==> src/rtl/counter_mon_pkg.sv <==
// Shared types, constants and count arithmetic for the 2-to-9 counter monitor.
// The FAULT state exists only when COUNTER_MON_STICKY_EN is defined.
package counter_mon_pkg;

    localparam int CNT_W = 4;

    typedef logic [CNT_W-1:0] count_t;

    localparam count_t CNT_LO = 4'd2;
    localparam count_t CNT_HI = 4'd9;

    typedef enum logic [1:0] {
        ST_UNSYNC = 2'd0,
        ST_TRACK  = 2'd1
`ifdef COUNTER_MON_STICKY_EN
        ,
        ST_FAULT  = 2'd2
`endif
    } mon_state_e;

    function automatic logic in_range(
        input count_t v,
        input count_t lo,
        input count_t hi
    );
        return (v >= lo) && (v <= hi);
    endfunction

    // Counter reset beats load, load beats counting; counting wraps inside lo..hi.
    function automatic count_t next_count(
        input count_t cur,
        input logic   rst,
        input logic   load,
        input count_t data,
        input logic   en,
        input count_t lo = CNT_LO,
        input count_t hi = CNT_HI
    );
        count_t nxt;
        if (rst) begin
            nxt = lo;
        end else if (load) begin
            nxt = data;
        end else if (en) begin
            nxt = (cur == hi) ? lo : count_t'(cur + 1'b1);
        end else begin
            nxt = (cur == lo) ? hi : count_t'(cur - 1'b1);
        end
        return nxt;
    endfunction

    function automatic logic carry_of(
        input count_t dout,
        input logic   en,
        input count_t lo,
        input count_t hi
    );
        return ((dout == hi) && en) || ((dout == lo) && !en);
    endfunction

endpackage

==> src/rtl/counter_2to9_ref_model.sv <==
// Combinational golden model of the 2-to-9 up/down loadable counter:
// next count from a chosen current value, and the carry implied by dout.
module counter_2to9_ref_model
    import counter_mon_pkg::*;
#(
    parameter count_t LO = CNT_LO,
    parameter count_t HI = CNT_HI
) (
    input  logic   [CNT_W-1:0] cur_i,
    input  logic               cnt_rst_i,
    input  logic               load_i,
    input  logic   [CNT_W-1:0] data_i,
    input  logic               en_i,
    input  logic   [CNT_W-1:0] dout_i,
    output logic   [CNT_W-1:0] next_o,
    output logic               cout_o
);

    assign next_o = next_count(cur_i, cnt_rst_i, load_i, data_i, en_i, LO, HI);
    assign cout_o = carry_of(dout_i, en_i, LO, HI);

endmodule

==> src/rtl/counter_2to9_monitor.sv <==
// Passive checker for the 2-to-9 up/down counter: predicts each count, flags
// mismatches and counts carry events. COUNTER_MON_STICKY_EN adds a sticky FAULT state.
module counter_2to9_monitor
    import counter_mon_pkg::*;
#(
    parameter count_t LO     = CNT_LO,
    parameter count_t HI     = CNT_HI,
    parameter int     ERR_W  = 8,
    parameter int     WRAP_W = 8
) (
    input  logic              clk_i,
    input  logic              rst_i,
    input  logic              cnt_rst_i,
    input  logic              en_i,
    input  logic              load_i,
    input  logic [CNT_W-1:0]  data_i,
    input  logic [CNT_W-1:0]  dout_i,
    input  logic              cout_i,
    output logic              synced_o,
    output logic              err_o,
    output logic [ERR_W-1:0]  err_cnt_o,
    output logic [WRAP_W-1:0] wrap_cnt_o
`ifdef COUNTER_MON_STICKY_EN
    ,
    output logic              fault_o,
    output logic [CNT_W-1:0]  bad_val_o
`endif
);

    mon_state_e        state_q;
    count_t            exp_q;
    count_t            exp_d;
    count_t            cur_sel;
    logic              exp_cout;
    logic              synced_q;
    logic              err_q;
    logic [ERR_W-1:0]  err_cnt_q;
    logic [WRAP_W-1:0] wrap_cnt_q;
`ifdef COUNTER_MON_STICKY_EN
    logic              fault_q;
    count_t            bad_val_q;
`else
    logic              dout_legal;
`endif

    logic load_legal;
    logic sync_evt;
    logic bad_load;
    logic carry_chk;
    logic mismatch;
    logic carry_evt;

    // A value mismatch means we resync from dout; otherwise dout equals exp anyway,
    // so one model instance serves both the normal advance and the resync.
    assign cur_sel    = (dout_i != exp_q) ? dout_i : exp_q;

    assign load_legal = in_range(data_i, LO, HI);
    assign sync_evt   = cnt_rst_i || (load_i && load_legal);
    assign bad_load   = load_i && !cnt_rst_i && !load_legal;
    assign carry_chk  = !cnt_rst_i && !load_i;
    assign mismatch   = (dout_i != exp_q) || (carry_chk && (cout_i != exp_cout));
    assign carry_evt  = carry_chk && cout_i && exp_cout;
`ifndef COUNTER_MON_STICKY_EN
    assign dout_legal = in_range(dout_i, LO, HI);
`endif

    counter_2to9_ref_model #(
        .LO (LO),
        .HI (HI)
    ) u_ref (
        .cur_i     (cur_sel),
        .cnt_rst_i (cnt_rst_i),
        .load_i    (load_i),
        .data_i    (data_i),
        .en_i      (en_i),
        .dout_i    (dout_i),
        .next_o    (exp_d),
        .cout_o    (exp_cout)
    );

    // Monitor FSM; all outputs are registered here. err defaults low so it pulses.
    always_ff @(posedge clk_i) begin
        if (rst_i) begin
            state_q    <= ST_UNSYNC;
            exp_q      <= LO;
            synced_q   <= 1'b0;
            err_q      <= 1'b0;
            err_cnt_q  <= '0;
            wrap_cnt_q <= '0;
`ifdef COUNTER_MON_STICKY_EN
            fault_q    <= 1'b0;
            bad_val_q  <= '0;
`endif
        end else begin
            err_q <= 1'b0;
            case (state_q)
                ST_UNSYNC: begin
                    if (sync_evt) begin
                        state_q  <= ST_TRACK;
                        exp_q    <= exp_d;
                        synced_q <= 1'b1;
                    end
                end
                ST_TRACK: begin
                    if (bad_load) begin
                        // The counter now holds an illegal value; stop predicting quietly.
                        state_q  <= ST_UNSYNC;
                        synced_q <= 1'b0;
                    end else if (!mismatch) begin
                        exp_q <= exp_d;
                        if (carry_evt) begin
                            wrap_cnt_q <= wrap_cnt_q + 1'b1;
                        end
                    end else begin
                        err_q <= 1'b1;
                        if (err_cnt_q != '1) begin
                            err_cnt_q <= err_cnt_q + 1'b1;
                        end
`ifdef COUNTER_MON_STICKY_EN
                        state_q   <= ST_FAULT;
                        synced_q  <= 1'b0;
                        fault_q   <= 1'b1;
                        bad_val_q <= dout_i;
`else
                        if (dout_legal) begin
                            exp_q <= exp_d;
                        end else begin
                            state_q  <= ST_UNSYNC;
                            synced_q <= 1'b0;
                        end
`endif
                    end
                end
`ifdef COUNTER_MON_STICKY_EN
                ST_FAULT: begin
                end
`endif
                default: begin
                    state_q  <= ST_UNSYNC;
                    synced_q <= 1'b0;
                end
            endcase
        end
    end

    assign synced_o   = synced_q;
    assign err_o      = err_q;
    assign err_cnt_o  = err_cnt_q;
    assign wrap_cnt_o = wrap_cnt_q;
`ifdef COUNTER_MON_STICKY_EN
    assign fault_o    = fault_q;
    assign bad_val_o  = bad_val_q;
`endif

endmodule

==> config.mk <==
export PLATFORM = sky130hd
export DESIGN_NAME = counter_2to9_monitor
export DESIGN_NICKNAME = d
export VERILOG_FILES = /design/src/rtl/counter_mon_pkg.sv /design/src/rtl/counter_2to9_ref_model.sv /design/src/rtl/counter_2to9_monitor.sv
export SDC_FILE = /design/constraint.sdc
export NUM_CORES = 1
export LEC_CHECK = 0
export ABC_CLOCK_PERIOD_IN_PS = 2400
export BUFFER_PORTS_ARGS = -buffer_cell sky130_fd_sc_hd__buf_4
export CAP_MARGIN = 10
export CORE_AREA = 2 2 60 62
export CTS_CLUSTER_DIAMETER = 30
export DETAILED_ROUTE_END_ITERATION = 7
export DIE_AREA = 0 0 62 64
export GPL_TIMING_DRIVEN = 0
export PLACE_DENSITY = 0.76
export SLEW_MARGIN = 0
export SYNTH_ARGS = -nofsm -noshare
export SYNTH_HDL_FRONTEND = slang
export SYNTH_HIERARCHICAL = 1
export SYNTH_SLANG_ARGS = --single-unit
==> constraint.sdc <==
create_clock -name clk_i -period 2.4 [get_ports clk_i]
set_input_delay 0.24 -clock clk_i [delete_from_list [all_inputs] [get_ports clk_i]]
set_output_delay 0.24 -clock clk_i [all_outputs]
set_load 0.01 [all_outputs]
==> flow_summary.yaml <==
status:
  status: "finished, final reports clean"
yosys:
  netlist_area_mm2: 0.00142
  yosys.area.top_type: "dfxtp_1"
  synth_cells: 173
  synthFlopType: "dfxtp_1"
  synth_nets: 193
  synth-seq-area-share: 0.309
  synth-seq-cells: 22
  synth_cell_type_count: 45
  synth_edf_count: 0
  syn_avg_cell_area_um2: 8.23
  synth_top_area_share: 0.309
  synthArstFlopShare: 0
  synth-warning-count: 6
  ys_top_cells_by_area: "dfxtp_1 (31%), xnor2_1 (6.8%), nand2_1 (5.8%)"
layout:
  layout_common_cells: "buf_4 (29), nand2_1 (22), dfxtp_1 (22)"
  fill_cells: 323
  final_util: 0.533
  nNetsFinal: 227
  final_common_cell: "buf_4"
  final_cell_area_mm2: 0.00175
  drive_gt1_frac: 0.218
  antenna_cells: 0
  area_delta_synth_final_pct: 23.0
place:
  port_buffers: 29
  gp_congestion: 0.803
  place_area_mm2: 0.00170
  dp_hpwl_mm: 2.46
sta:
  min_period_ps: 2160
  grt_setup_unrepaired: "no"
  slew_headroom: 0.704
  hold_viol_final: 0
  drv_slew: 0
  fmax_mhz: 462
  timing.final.crit_share: 0.902
  tightest_slew_ps: 441
  setup_violations: 0
  skew_ps: 10.7
routing:
  dr_total_vias: 1363
  finalWirelength_mm: 3.24
  antenna_left: 0
  drtIter0Drc: 84
  via_per_inst: 5.41
  drt_first_pass_iters: 4
  wl_per_cell_um: 12.9
  drc: 0
clocking:
  postCtsSetupBuffers: 0
  tritoncts: "yes"
  clock_path_buffers: 2
  clock-sinks: 22
  clock_latency_ps: 320
  root_buffer: "clkbuf_4"
  post_cts_resized: 0
  cts_made_buffers: 3
  path_clk_slew_ps: 130
  postCtsHoldBufs: 0
  htree_levels: 1
setup_path:
  crit_arrival_ps: 2380
  crit_fanout: 8
  cpMaxStageDelayCell: "or4b_1"
  cp.required_ps: 2620
  end_kind: "register"
  crit_path_max_incr_delay_ps: 520
  crit_chain: "buf_2, or4b_1, a21oi_1, xnor2_1, nor3_2, o221ai_2, a31oi_1, mux2_1"
  critPathLaunchType: "input port"
  crit_type: "in -> reg"
grt:
  grt_pass1_wl_mm: 5.24
  overflow: 0
  grt_usage: 0.173
  grt_pass1_vias: 1196
  antenna_found_initial: 0
  grt_max_degree: 14
die:
  io_pins: 32
  rows: 21
  start_util: 0.434
  fp.dieW_um: 62
  fp.dieH_um: 64
  design.core.area_mm2: 0.00328
  dieArea_mm2: 0.00397
worst_hold_path:
  min-delay-path-class: "in -> reg"
run:
  maxCapViolations: 0
power_and_ir_drop:
  peakVddDrop_mv: 0.277
  p_per_area_mw_per_mm2: 477
  p_leak_nw: 0.668
critical path, delay by kind of cell:
kind	cells	cell delay, ps
AOI/OAI and AO/OA	3	810
buffers and inverters	1	160
xor gates and xnor gates	1	130
and+or+nand+nor	2	690
muxes	1	360
routing by layer:
| layer | share of wire | up-vias | GRT usage | routed length [um] |
|---|---|---|---|---|
| li1 | - | 688 | - | - |
| met1 | 0.45 | 635 | 0.216 | 1470 |
| met2 | 0.49 | 35 | 0.281 | 1580 |
| met3 | 0.049 | 5 | 0.0506 | 158 |
| met4 | 0.013 | 0 | 0.0479 | 42 |
| met5 | 0 | - | 0 | 0 |
worst paths after layout:
path / endpoint / start / slack [ps] / cells past startpoint
hold / removal: exp_q[2] / cnt_rst_i / 240 / 4
setup reg to reg: exp_q[0] / exp_q[2] / 520 / 5
hold reg to reg: exp_q[3] / exp_q[3] / 480 / 2
setup / recovery: err_cnt_o[0] / en_i / 240 / 8
stage by stage:
| step | hold WS (ps) | setup TNS, ps | power (mW) | cells | setup WS [ps] |
|---|---|---|---|---|---|
| floorplan | 403 | 0 | 0.496 | 173 | 157 |
| global placement | 460 | -46.7 | 0.547 | 248 | -35.4 |
| detailed placement | 465 | -248 | 0.551 | 248 | -91.6 |
| CTS | 234 | 0 | 0.841 | 252 | 258 |
| global route | 221 | 0 | 0.875 | 252 | 100 |
| finish | 238 | 0 | 0.835 | 252 | 236 |
kinds of logic after synthesis:
logic type / after synthesis / synth area share
xor gates and xnor gates: 12 / 0.0738
muxes: 8 / 0.0668
buffers and inverters: 17 / 0.0457
DFF: 22 / 0.309
AOI/OAI and AO/OA: 37 / 0.178
and+or+nand+nor: 71 / 0.273
adders and majority gates: 6 / 0.0527
cell type report:
cell class	count	area [um^2]	share of cell area
clock buffers	3	22.5	0.0129
repair buffers	29	218	0.124
well taps	46	57.6	0.0329
multi-input cells	134	918	0.524
plain buffers	8	31.3	0.0179
clock inverters	1	30.0	0.0171
inverters	9	33.8	0.0193
flip-flops and latches	22	440	0.251
sequential cells by signal, indices dropped and copies added, names as in the netlist:
name,count
err_cnt_o,8
wrap_cnt_o,8
exp_q,4
err_o,1
synced_o,1
cells in the mapped netlist, drive strengths merged, types with 3 or more instances:
cell    count
a21oi      11
inv         9
o21ai       8
o31ai       4
clkbuf      7
dfxtp      22
nand3       4
xnor2      11
nand2      22
o21bai      3
or4         3
nand4       4
nor4        5
mux2i       5
ha          6
nor3        3
nor2       16
power by group:
part	internal, mW	switching, mW	leakage, nW	total [mW]
Clock	0.169	0.123	0.0279	0.292
Sequential	0.377	0.0104	0.178	0.387
Combinational	0.0704	0.0858	0.461	0.156
Power figures use the tool's default switching activity.
